[src/rtl/palette_pkg.sv]
// Shared definitions for the palette write arbiter.
//   IDX_W / COLOR_W : default palette index and colour widths
//   state_e         : write FSM states
//   DEFAULT_PALETTE : colours loaded into the lowest entries on reset
//   default_color() : reset colour for any palette index
package palette_pkg;

  localparam int unsigned IDX_W     = 5;
  localparam int unsigned COLOR_W   = 24;
  localparam int unsigned N_DEFAULT = 5;

  typedef enum logic [0:0] {
    StIdle,
    StWrite
  } state_e;

  // Colours are packed {R, G, B}.
  localparam logic [COLOR_W-1:0] DEFAULT_PALETTE [N_DEFAULT] = '{
    24'h3F007F,
    24'hFFFFFF,
    24'hFF0000,
    24'h00FF00,
    24'hFF00FF
  };

  function automatic logic [COLOR_W-1:0] default_color(int unsigned idx);
    if (idx < N_DEFAULT) begin
      return DEFAULT_PALETTE[idx];
    end
    return '0;
  endfunction

endpackage

[src/rtl/palette_arbiter_if.sv]
// Bus bundle between palette-write requesters / pixel pipeline and the arbiter.
//   vblank  : vertical blanking, the only window where writes are granted
//   wr_req  : per-requester write request
//   wr_idx  : per-requester palette index, slice k belongs to requester k
//   wr_rgb  : per-requester colour, slice k belongs to requester k
//   wr_ack  : one-cycle one-hot commit acknowledge
//   obj_id  : object code of the current pixel
//   rgb_out : registered palette colour for obj_id
//   busy    : arbiter is not idle
interface palette_arbiter_if import palette_pkg::*; #(
  parameter int unsigned N_REQ   = 2,
  parameter int unsigned IDX_W   = palette_pkg::IDX_W,
  parameter int unsigned COLOR_W = palette_pkg::COLOR_W
) ();

  logic                       vblank;
  logic [N_REQ-1:0]           wr_req;
  logic [N_REQ*IDX_W-1:0]     wr_idx;
  logic [N_REQ*COLOR_W-1:0]   wr_rgb;
  logic [N_REQ-1:0]           wr_ack;
  logic [IDX_W-1:0]           obj_id;
  logic [COLOR_W-1:0]         rgb_out;
  logic                       busy;

  modport master (
    output vblank, wr_req, wr_idx, wr_rgb, obj_id,
    input  wr_ack, rgb_out, busy
  );

  modport slave (
    input  vblank, wr_req, wr_idx, wr_rgb, obj_id,
    output wr_ack, rgb_out, busy
  );

endinterface

[src/rtl/rr_arbiter.sv]
// Round-robin requester selection.
//   req   : request vector
//   last  : most recently served requester
//   grant : first requester at or after last+1 (with wrap) that is requesting
//   valid : at least one request is present
module rr_arbiter #(
  parameter  int unsigned N_REQ = 2,
  localparam int unsigned SEL_W = (N_REQ > 1) ? $clog2(N_REQ) : 1
) (
  input  logic [N_REQ-1:0] req,
  input  logic [SEL_W-1:0] last,
  output logic [SEL_W-1:0] grant,
  output logic             valid
);

  logic [SEL_W-1:0] pos;

  // Scan from the farthest offset down to +1 so the nearest requester after
  // last is the final (winning) assignment.
  always_comb begin
    grant = '0;
    valid = 1'b0;
    pos   = '0;
    for (int ofs = N_REQ; ofs > 0; ofs--) begin
      pos = SEL_W'((int'(last) + ofs) % N_REQ);
      if (req[pos]) begin
        grant = pos;
        valid = 1'b1;
      end
    end
  end

endmodule

[src/rtl/palette_arbiter.sv]
// Colour palette with round-robin arbitrated writes during vertical blanking.
//   clk   : single clock
//   rst_n : synchronous active-low reset; reloads the default palette
//   bus   : slave side of palette_arbiter_if (write requests, pixel lookup)
// A grant latches the requester's index and colour in IDLE; the following
// WRITE cycle commits it and acknowledges, giving one write per two cycles.
module palette_arbiter import palette_pkg::*; #(
  parameter int unsigned N_REQ   = 2,
  parameter int unsigned IDX_W   = palette_pkg::IDX_W,
  parameter int unsigned COLOR_W = palette_pkg::COLOR_W
) (
  input  logic              clk,
  input  logic              rst_n,
  palette_arbiter_if.slave  bus
);

  localparam int unsigned SEL_W = (N_REQ > 1) ? $clog2(N_REQ) : 1;
  localparam int unsigned DEPTH = 1 << IDX_W;

  state_e state_q, state_d;

  logic [SEL_W-1:0]   grant_q;
  logic [SEL_W-1:0]   last_q;
  logic [SEL_W-1:0]   arb_grant;
  logic               arb_valid;
  logic [IDX_W-1:0]   idx_q;
  logic [COLOR_W-1:0] wr_rgb_q;
  logic [COLOR_W-1:0] rgb_out_q;
  logic [COLOR_W-1:0] palette_q [DEPTH];

  logic               latch_en;
  logic               commit_en;
  logic [N_REQ-1:0]   wr_ack;
  logic               busy;

  rr_arbiter #(
    .N_REQ (N_REQ)
  ) u_rr_arbiter (
    .req   (bus.wr_req),
    .last  (last_q),
    .grant (arb_grant),
    .valid (arb_valid)
  );

  // State register.
  always_ff @(posedge clk) begin
    if (!rst_n) begin
      state_q <= StIdle;
    end else begin
      state_q <= state_d;
    end
  end

  // Next-state logic.
  always_comb begin
    state_d = state_q;
    unique case (state_q)
      StIdle:  if (bus.vblank && arb_valid) state_d = StWrite;
      StWrite: state_d = StIdle;
      default: state_d = StIdle;
    endcase
  end

  // Outputs depend only on registered state, so wr_ack cannot glitch.
  always_comb begin
    latch_en  = 1'b0;
    commit_en = 1'b0;
    wr_ack    = '0;
    busy      = 1'b0;
    unique case (state_q)
      StIdle: begin
        latch_en = bus.vblank && arb_valid;
      end
      StWrite: begin
        commit_en       = 1'b1;
        busy            = 1'b1;
        wr_ack[grant_q] = 1'b1;
      end
      default: ;
    endcase
  end

  // Granted request is captured once, so later wr_req changes are ignored.
  always_ff @(posedge clk) begin
    if (!rst_n) begin
      grant_q  <= '0;
      idx_q    <= '0;
      wr_rgb_q <= '0;
      last_q   <= SEL_W'(N_REQ - 1);
    end else begin
      if (latch_en) begin
        grant_q  <= arb_grant;
        idx_q    <= bus.wr_idx[arb_grant*IDX_W +: IDX_W];
        wr_rgb_q <= bus.wr_rgb[arb_grant*COLOR_W +: COLOR_W];
      end
      if (commit_en) begin
        last_q <= grant_q;
      end
    end
  end

  // Palette storage and lookup register. The lookup samples the array before
  // this cycle's commit lands, giving read-before-write on a shared index.
  always_ff @(posedge clk) begin
    if (!rst_n) begin
      for (int unsigned i = 0; i < DEPTH; i++) begin
        palette_q[i] <= COLOR_W'(default_color(i));
      end
      rgb_out_q <= '0;
    end else begin
      rgb_out_q <= palette_q[bus.obj_id];
      if (commit_en) begin
        palette_q[idx_q] <= wr_rgb_q;
      end
    end
  end

  assign bus.wr_ack  = wr_ack;
  assign bus.busy    = busy;
  assign bus.rgb_out = rgb_out_q;

endmodule

[src/flat_wrapper.sv]
// flat-port wrapper written by rule: the top's interface ports become plain ports
module palette_arbiter_flat import palette_pkg::*;
#(
  parameter int unsigned N_REQ   = 2,
  parameter int unsigned IDX_W   = palette_pkg::IDX_W,
  parameter int unsigned COLOR_W = palette_pkg::COLOR_W
)
  (clk, rst_n, bus_vblank, bus_wr_req, bus_wr_idx, bus_wr_rgb, bus_obj_id, bus_wr_ack, bus_rgb_out, bus_busy);
  palette_arbiter_if #(.N_REQ(N_REQ), .IDX_W(IDX_W), .COLOR_W(COLOR_W)) bus_i ();
  input  logic clk;
  input  logic rst_n;
  input wire logic [$bits(bus_i.vblank)-1:0] bus_vblank;
  input wire logic [$bits(bus_i.wr_req)-1:0] bus_wr_req;
  input wire logic [$bits(bus_i.wr_idx)-1:0] bus_wr_idx;
  input wire logic [$bits(bus_i.wr_rgb)-1:0] bus_wr_rgb;
  input wire logic [$bits(bus_i.obj_id)-1:0] bus_obj_id;
  output wire logic [$bits(bus_i.wr_ack)-1:0] bus_wr_ack;
  output wire logic [$bits(bus_i.rgb_out)-1:0] bus_rgb_out;
  output wire logic [$bits(bus_i.busy)-1:0] bus_busy;
  assign bus_i.vblank = bus_vblank;
  assign bus_i.wr_req = bus_wr_req;
  assign bus_i.wr_idx = bus_wr_idx;
  assign bus_i.wr_rgb = bus_wr_rgb;
  assign bus_i.obj_id = bus_obj_id;
  assign bus_wr_ack = bus_i.wr_ack;
  assign bus_rgb_out = bus_i.rgb_out;
  assign bus_busy = bus_i.busy;
  palette_arbiter #(.N_REQ(N_REQ), .IDX_W(IDX_W), .COLOR_W(COLOR_W)) u_core (.clk(clk), .rst_n(rst_n), .bus(bus_i));
endmodule
[config.mk]
export PLATFORM = sky130hd
export DESIGN_NAME = palette_arbiter_flat
export DESIGN_NICKNAME = d
export VERILOG_FILES = /design/src/rtl/palette_pkg.sv /design/src/rtl/palette_arbiter_if.sv /design/src/rtl/rr_arbiter.sv /design/src/rtl/palette_arbiter.sv /design/src/flat_wrapper.sv
export SDC_FILE = /design/constraint.sdc
export NUM_CORES = 1
export LEC_CHECK = 0
export ABC_CLOCK_PERIOD_IN_PS = 4920
export BUFFER_PORTS_ARGS = -buffer_cell sky130_fd_sc_hd__buf_2
export CAP_MARGIN = 20
export CORE_MARGIN = 4
export CORE_UTILIZATION = 35
export CTS_CLUSTER_SIZE = 8
export DETAILED_ROUTE_END_ITERATION = 8
export PLACE_DENSITY_LB_ADDON = 0.25
export SETUP_SLACK_MARGIN = 0.5
export SLEW_MARGIN = 5
export SYNTH_ARGS = -nofsm -noshare
export SYNTH_HDL_FRONTEND = slang
export SYNTH_SLANG_ARGS = --single-unit
[constraint.sdc]
create_clock -name clk -period 4.92 [get_ports clk]
set_input_delay 0.738 -clock clk [delete_from_list [all_inputs] [get_ports clk]]
set_output_delay 0.738 -clock clk [all_outputs]
set_load 0.02 [all_outputs]
==> results of run 1 <==
[area by class of cell]
class	instances	area, µm²	area share
Antenna cell	8	20.02	0.0004702
Clock buffer	187	3127	0.07345
Clock inverter	8	127.6	0.002998
Inverter	2	7.507	0.0001763
Multi-Input combinational cell	1344	11940	0.2806
Sequential cell	824	24190	0.5682
Tap cell	1391	1740	0.04088
Timing Repair Buffer	211	1416	0.03327
[worst max-delay path, delay by kind of cell]
kind / cells / cell delay [ns]
buf+inv: 3 / 1.46
compound gates: 2 / 1.27
[metal layers]
layer	part of all wire	up-vias	global-route usage
li1	-	9210	-
met4	0.021	0	0.05187
met1	0.43	11210	0.2783
met3	0.087	130	0.04248
met2	0.46	932	0.3044
met5	0	-	0
[state kept, by name, summed over array words and instances (netlist names)]
name	cells
u_core.palette_q	768
u_core.last_q	1
u_core.grant_q	1
u_core.wr_rgb_q	24
u_core.state_q	1
u_core.bus.rgb_out	24
u_core.idx_q	5
[cell families (layout without fill, tap and decap cells)]
family / count (synthesis) / in the layout / share of synthesized area
AOI/OAI and AO/OA: 177 / 177 / 0.03525
buffers and inverters: 249 / 408 / 0.03070
DFF: 824 / 824 / 0.6513
muxes: 293 / 293 / 0.1407
other: 0 / 8 / 0
and+or+nand+nor: 874 / 874 / 0.1420
[final timing paths]
check	start	end	slack [ns]	cells past startpoint
setup / recovery	bus_obj_id[0]	u_core.bus.rgb_out[0]	1.85	5
hold / removal	bus_wr_rgb[27]	u_core.wr_rgb_q[3]	0.41	4
setup reg to reg	u_core.idx_q[4]	u_core.palette_q[0][9]	2.07	3
hold reg to reg	u_core.wr_rgb_q[4]	u_core.wr_rgb_q[4]	0.50	1
[synth_stat cells (2+ instances only)]
cell | number | share of area
nor2_1 | 33 | 0.0033
mux2_2 | 48 | 0.015
buf_1 | 6 | 0.00061
nand4b_1 | 2 | 0.00047
nor3_1 | 2 | 0.00027
o211a_1 | 29 | 0.0078
o2111ai_1 | 8 | 0.0019
inv_1 | 2 | 0.00020
nor2b_1 | 3 | 0.00051
o221ai_1 | 24 | 0.0057
mux2i_1 | 77 | 0.021
mux4_1 | 35 | 0.025
o21ai_0 | 48 | 0.0065
or3_1 | 71 | 0.012
a31oi_1 | 24 | 0.0040
a221oi_1 | 16 | 0.0038
buf_6 | 16 | 0.0049
buf_2 | 29 | 0.0039
nand3b_1 | 3 | 0.00061
and2_1 | 683 | 0.12
clkbuf_1 | 183 | 0.018
and3_1 | 19 | 0.0032
buf_4 | 13 | 0.0026
dfxtp_1 | 56 | 0.030
edfxtp_1 | 768 | 0.62
nand2b_1 | 2 | 0.00034
a22oi_1 | 24 | 0.0049
mux4_2 | 133 | 0.081
nand2_1 | 49 | 0.0050
[power by group through the flow]
stage | clock, mW | sequential (mW) | combinational, mW
after global routing | 7.66 | 8.08 | 1.29
after detailed placement | 0 | 8.19 | 1.22
after CTS | 7.35 | 8.06 | 1.23
after floorplan | 0 | 8.13 | 0.696
after global placement | 0 | 8.18 | 1.21
final | 7.23 | 8.06 | 1.22
[stage by stage]
stage	instance area, µm²	hold WS [ns]
final	42570	0.4100
after global routing	42550	0.4229
after CTS	42520	0.3651
after detailed placement	39270	0.4887
after global placement	39270	0.4830
after floorplan	37130	0.4382
[cell usage in the layout, fill, tap and decap left out, types with 32 or more instances in the layout]
cell,instances
mux4_1,35
o21ai_2,32
buf_2,91
edfxtp_1,768
nor2_1,33
mux4_2,133
mux2i_1,77
dfxtp_1,51
or3_1,71
clkbuf_16,114
nand2_1,49
and2_1,683
mux2_2,48
clkbuf_1,73
buf_4,115
==> key figures, run 1 <==
Status
  – Outcome: finished, final reports clean

Worst setup path
  – CP peak stage delay: between 0.9 and 1 ns
  – Crit path top cell by count: buf_4
  – CP Class: input port to flip-flop
  – CP startpoint kind: input port
  – WP data required: ~5.4 ns
  – Critical path peak fanout: 35
  – Critical path arrival: 3.54 ns
  – Critical path's slowest cell: o21ai_0
  – CP endpoint kind: flip-flop
  – Cells along the critical path: buf_4 -> inv_2 -> buf_4 -> o21ai_0 -> a31oi_1

Timing
  – RSZ-0062 raised after global routing: false
  – Worst slew pin tran: 1.147 ns
  – Max-slew violations: 0
  – Final-report hold violation count: 0
  – Final worst path period need: roughly 3.1 ns
  – Final setup fails: 0
  – Period utilisation layout: 0.6232
  – Final TNS setup: 0 ns
  – Fmax: roughly 330 MHz
  – Worst slew margin: 0.2272
  – Setup slack after layout: ~1.9 ns
  – Worst Skew: roughly 0.054 ns

Min path
  – Worst min-delay path category: input port to flip-flop

Drt
  – Drt drc: 0
  – Initial DRC Count: approximately 2200
  – Pre-antenna DRT Iters: 5
  – Via-to-Cell Ratio: ~5.4
  – DR WL/cell: 27.68 µm
  – Final wirelength: approximately 110 mm
  – Routed Antenna Nets: 0
  – Vias: around 21000

Power
  – Static Leak: 15.39 nW
  – Clock power frac: 0.438
  – Power share of the combinational group: 0.074
  – Net Sw Power: just under 4 mW
  – Total power: about 17 mW
  – Internal cell power: roughly 13 mW
  – Sequential share of power: 0.488
  – Power density over the cells: approximately 390 mW/mm²
  – Sw Share: 0.2374
  – Max VDD drop: 308.6 µV

Logic synthesis
  – Syn Inst Count: roughly 2400
  – Yosys reg bits: 824
  – Post-synth top flop: edfxtp_1
  – Syn_area_per_cell: about 15 µm²
  – Netlist cell types: 40
  – Post-synth ARST share: 0
  – Post-Synthesis Cell Area: between 0.03 and 0.04 mm²
  – Synthesized net count: 2485
  – EDFF count, synth: around 770
  – Seq/Total Area, Yosys: 0.6513
  – Synthesis Warnings: 0

GRT
  – GRT Resource Usage Total: 0.1953
  – Gr ovfl total: 0
  – Vias in the first global route: 21830
  – Initial antenna violation count: 6
  – First-pass GRT wire length: about 160 mm
  – Largest net degree at the start of global routing: 61

Die
  – Area of the core: about 0.11 mm²
  – Die Ht: roughly 330 µm
  – Top Ports: 95
  – DIE AREA: ~0.11 mm²
  – Starting Density: 0.3527
  – # rows: approximately 120
  – Chip Width: ~330 µm

CTS
  – CTS Sinks: between 800 and 900
  – Post-CTS sizing: 0
  – Post-CTS setup repair buffer count: 0
  – Clk pin slew, worst setup/hold paths: ~0.05 ns
  – Clk root buf: clkbuf_16
  – CTS buffer count: ~110
  – Skew-Pair Late Insertion Delay: approximately 0.69 ns
  – H-Tree Depth: 3
  – Max Buffers Root-to-Sink: 3
  – CTS tree: done
  – Hold Buf Count CTS: 0

Finish
  – Finished Layout Cells: a little under 4000
  – Fin nets: around 2600
  – Area growth from synthesis to layout: 14.65%
  – Layout cells sized above 1: 0.2166
  – Fill cell count: about 9500
  – Final core utilization: 0.4044

Placement
  – DP HPWL: ~66 mm
  – Pre-CTS setup slack: 1.295 ns
  – I/O Buffers: 94
  – Placed cell count: ~3800
  – GP Congestion: a little over 0.8

Run
  – Max-cap violation count: 0
No activity file was read; power rests on OpenSTA's default activity.
==> inputs of run 2 (changes only) <==
--- a/config.mk
+++ b/config.mk
@@ -5,7 +5,7 @@
 export SDC_FILE = /design/constraint.sdc
 export NUM_CORES = 1
 export LEC_CHECK = 0
-export ABC_CLOCK_PERIOD_IN_PS = 4920
+export ABC_CLOCK_PERIOD_IN_PS = 3000
 export BUFFER_PORTS_ARGS = -buffer_cell sky130_fd_sc_hd__buf_2
 export CAP_MARGIN = 20
 export CORE_MARGIN = 4
==> constraint.sdc (replaced) <==
create_clock -name clk -period 3 [get_ports clk]
set_input_delay 0.45 -clock clk [delete_from_list [all_inputs] [get_ports clk]]
set_output_delay 0.45 -clock clk [all_outputs]
set_load 0.02 [all_outputs]
==> run 2 against run 1 <==
Worst hold slack worse by 0.33 ns. Clock-buffer cell count is 19 higher. Cell count is 2.3% higher. First-iteration DRC count is 4.6% higher. Critical path depth is 2 lower. Highest routed layer unchanged. Combinational power is 73% higher. Register-to-register slack worse by 1.5 ns.
==> key figures, run 2 (same netlist as run 1, synthesis figures left out) <==
Die
  – Top Ports: 95
  – # rows: between 100 and 150
  – DIE AREA: between 0.1 and 0.15 mm²
  – Chip Width: between 300 and 400 µm
  – Area of the core: ~0.11 mm²
  – Starting Density: 0.3527
  – Die Ht: between 300 and 400 µm

Placement
  – Pre-CTS setup slack: 0.1566 ns
  – GP Congestion: around 0.8
  – DP HPWL: roughly 68 mm
  – I/O Buffers: 94

Timing
  – Final worst path period need: ~2.4 ns
  – Worst slew pin tran: 1.025 ns
  – Worst slew margin: 0.3158
  – Period utilisation layout: 0.7987
  – Fmax: between 400 and 500 MHz
  – Final-report hold violation count: 0
  – Final setup fails: 0
  – Final TNS setup: 0 ns
  – Worst Skew: about 0.04 ns
  – Setup slack after layout: roughly 0.60 ns
  – Max-slew violations: 0
  – RSZ-0062 raised after global routing: false

Drt
  – Via-to-Cell Ratio: ~5.4
  – Final wirelength: 110.8 mm
  – Pre-antenna DRT Iters: 5
  – Vias: approximately 22000
  – Drt drc: 0
  – Initial DRC Count: roughly 2300
  – DR WL/cell: between 20 and 30 µm
  – Routed Antenna Nets: 0

Worst setup path
  – CP Class: flip-flop to flip-flop
  – CP startpoint kind: flip-flop
  – Cells along the critical path: or3b_2 -> o21ai_2 -> buf_4
  – CP endpoint kind: flip-flop
  – Crit path buf inv count: 1
  – WP data required: around 3.3 ns
  – Top delay family on crit path: simple AND/OR/NAND/NOR gates
  – Critical path peak fanout: 15
  – CP peak stage delay: 0.76 ns
  – Critical path arrival: between 2 and 3 ns
  – Critical path's slowest cell: or3b_2

Finish
  – Area growth from synthesis to layout: 17.80%
  – Largest Register: u_core.palette_q
  – Most frequent cells in the layout: 768 x edfxtp_1, 683 x and2_1, 160 x buf_4, 133 x mux4_2, 116 x clkbuf_16
  – Max reg flops: 768
  – Fin nets: between 2000 and 3000
  – Layout cells sized above 1: 0.2387
  – Commonest non-fill, non-tap cell in the layout: edfxtp_1

CTS
  – Clk pin slew, worst setup/hold paths: ~0.05 ns
  – Post-CTS setup repair buffer count: 0
  – Skew-Pair Late Insertion Delay: ~0.69 ns
  – Clk root buf: clkbuf_16
  – CTS tree: done
  – CTS Sinks: between 800 and 900
  – CTS buffer count: around 110
  – H-Tree Depth: 3
  – Max Buffers Root-to-Sink: 3

Run
  – Max-cap violation count: 0

GRT
  – Gr ovfl total: 0
  – Initial antenna violation count: 5
  – GRT Resource Usage Total: 0.1965
  – M3 GR Usage: 0.03506
  – Vias in the first global route: around 23000
  – Grt met2 use: 0.3220
  – First-pass GRT wire length: approximately 160 mm
  – Grt peak-use layer: met2
  – Largest net degree at the start of global routing: between 70 and 80
  – Met1 GRT Util: 0.2735

Power
  – Max VDD drop: 415.0 µV
  – Power density over the cells: between 600 and 700 mW/mm²
  – Static Leak: around 16 nW

Min path
  – Worst min-delay path category: input port to flip-flop

Status
  – Outcome: finished, final reports clean
==> run 2: final cells by class <==
type	instances	area (µm²)
diodes	1	2.502
clock buffers	206	3239
fillers	9466	61530
well taps	1391	1740
clock inverters	6	123.9
repair buffers	291	2482
inverters	2	7.507
multi-input cells	1344	11960
flip-flops and latches	824	24180
==> run 2: per-stage QoR <==
step                      std cells  hold WS (ns)  utilization  area [µm²]  total power, mW
final                          4065       0.08179       0.4155       43740            27.36
after global routing           4064       0.07034       0.4155       43740            28.23
after CTS                      4051       0.05051       0.4127       43440            27.54
after detailed placement       3839        0.4904       0.3807       40080            15.45
after global placement         3838        0.4832       0.3806       40060            15.40
after floorplan                2417        0.4382            -       37190            14.47
==> run 2: what timing repair did <==
action	4_1_cts	5_1_grt
gates resized for setup	0	4
endpoints found under the setup margin	0	48
hold buffers	0	0
==> run 2: path summary, 6_finish.rpt <==
check / slack, ns / startpoint / cells after the start / endpoint
hold / removal: 0.08 / rst_n / 2 / u_core.last_q
setup reg to reg: 0.60 / u_core.idx_q[2] / 3 / u_core.palette_q[5][4]
hold reg to reg: 0.50 / u_core.wr_rgb_q[11] / 1 / u_core.wr_rgb_q[11]
setup / recovery: 0.60 / u_core.idx_q[2] / 3 / u_core.palette_q[5][4]
==> run 2: where the power goes <==
part           switching [mW]  internal (mW)
clock network            4.86           7.21
logic                    1.31          0.797
registers               0.225           13.0
total                    6.39           21.0
==> run 2: metal layers <==
metal	share of wire	wire length (µm)
met4	0.021	2375
met3	0.071	7850
met1	0.43	47180
met2	0.48	53440
met5	0	0
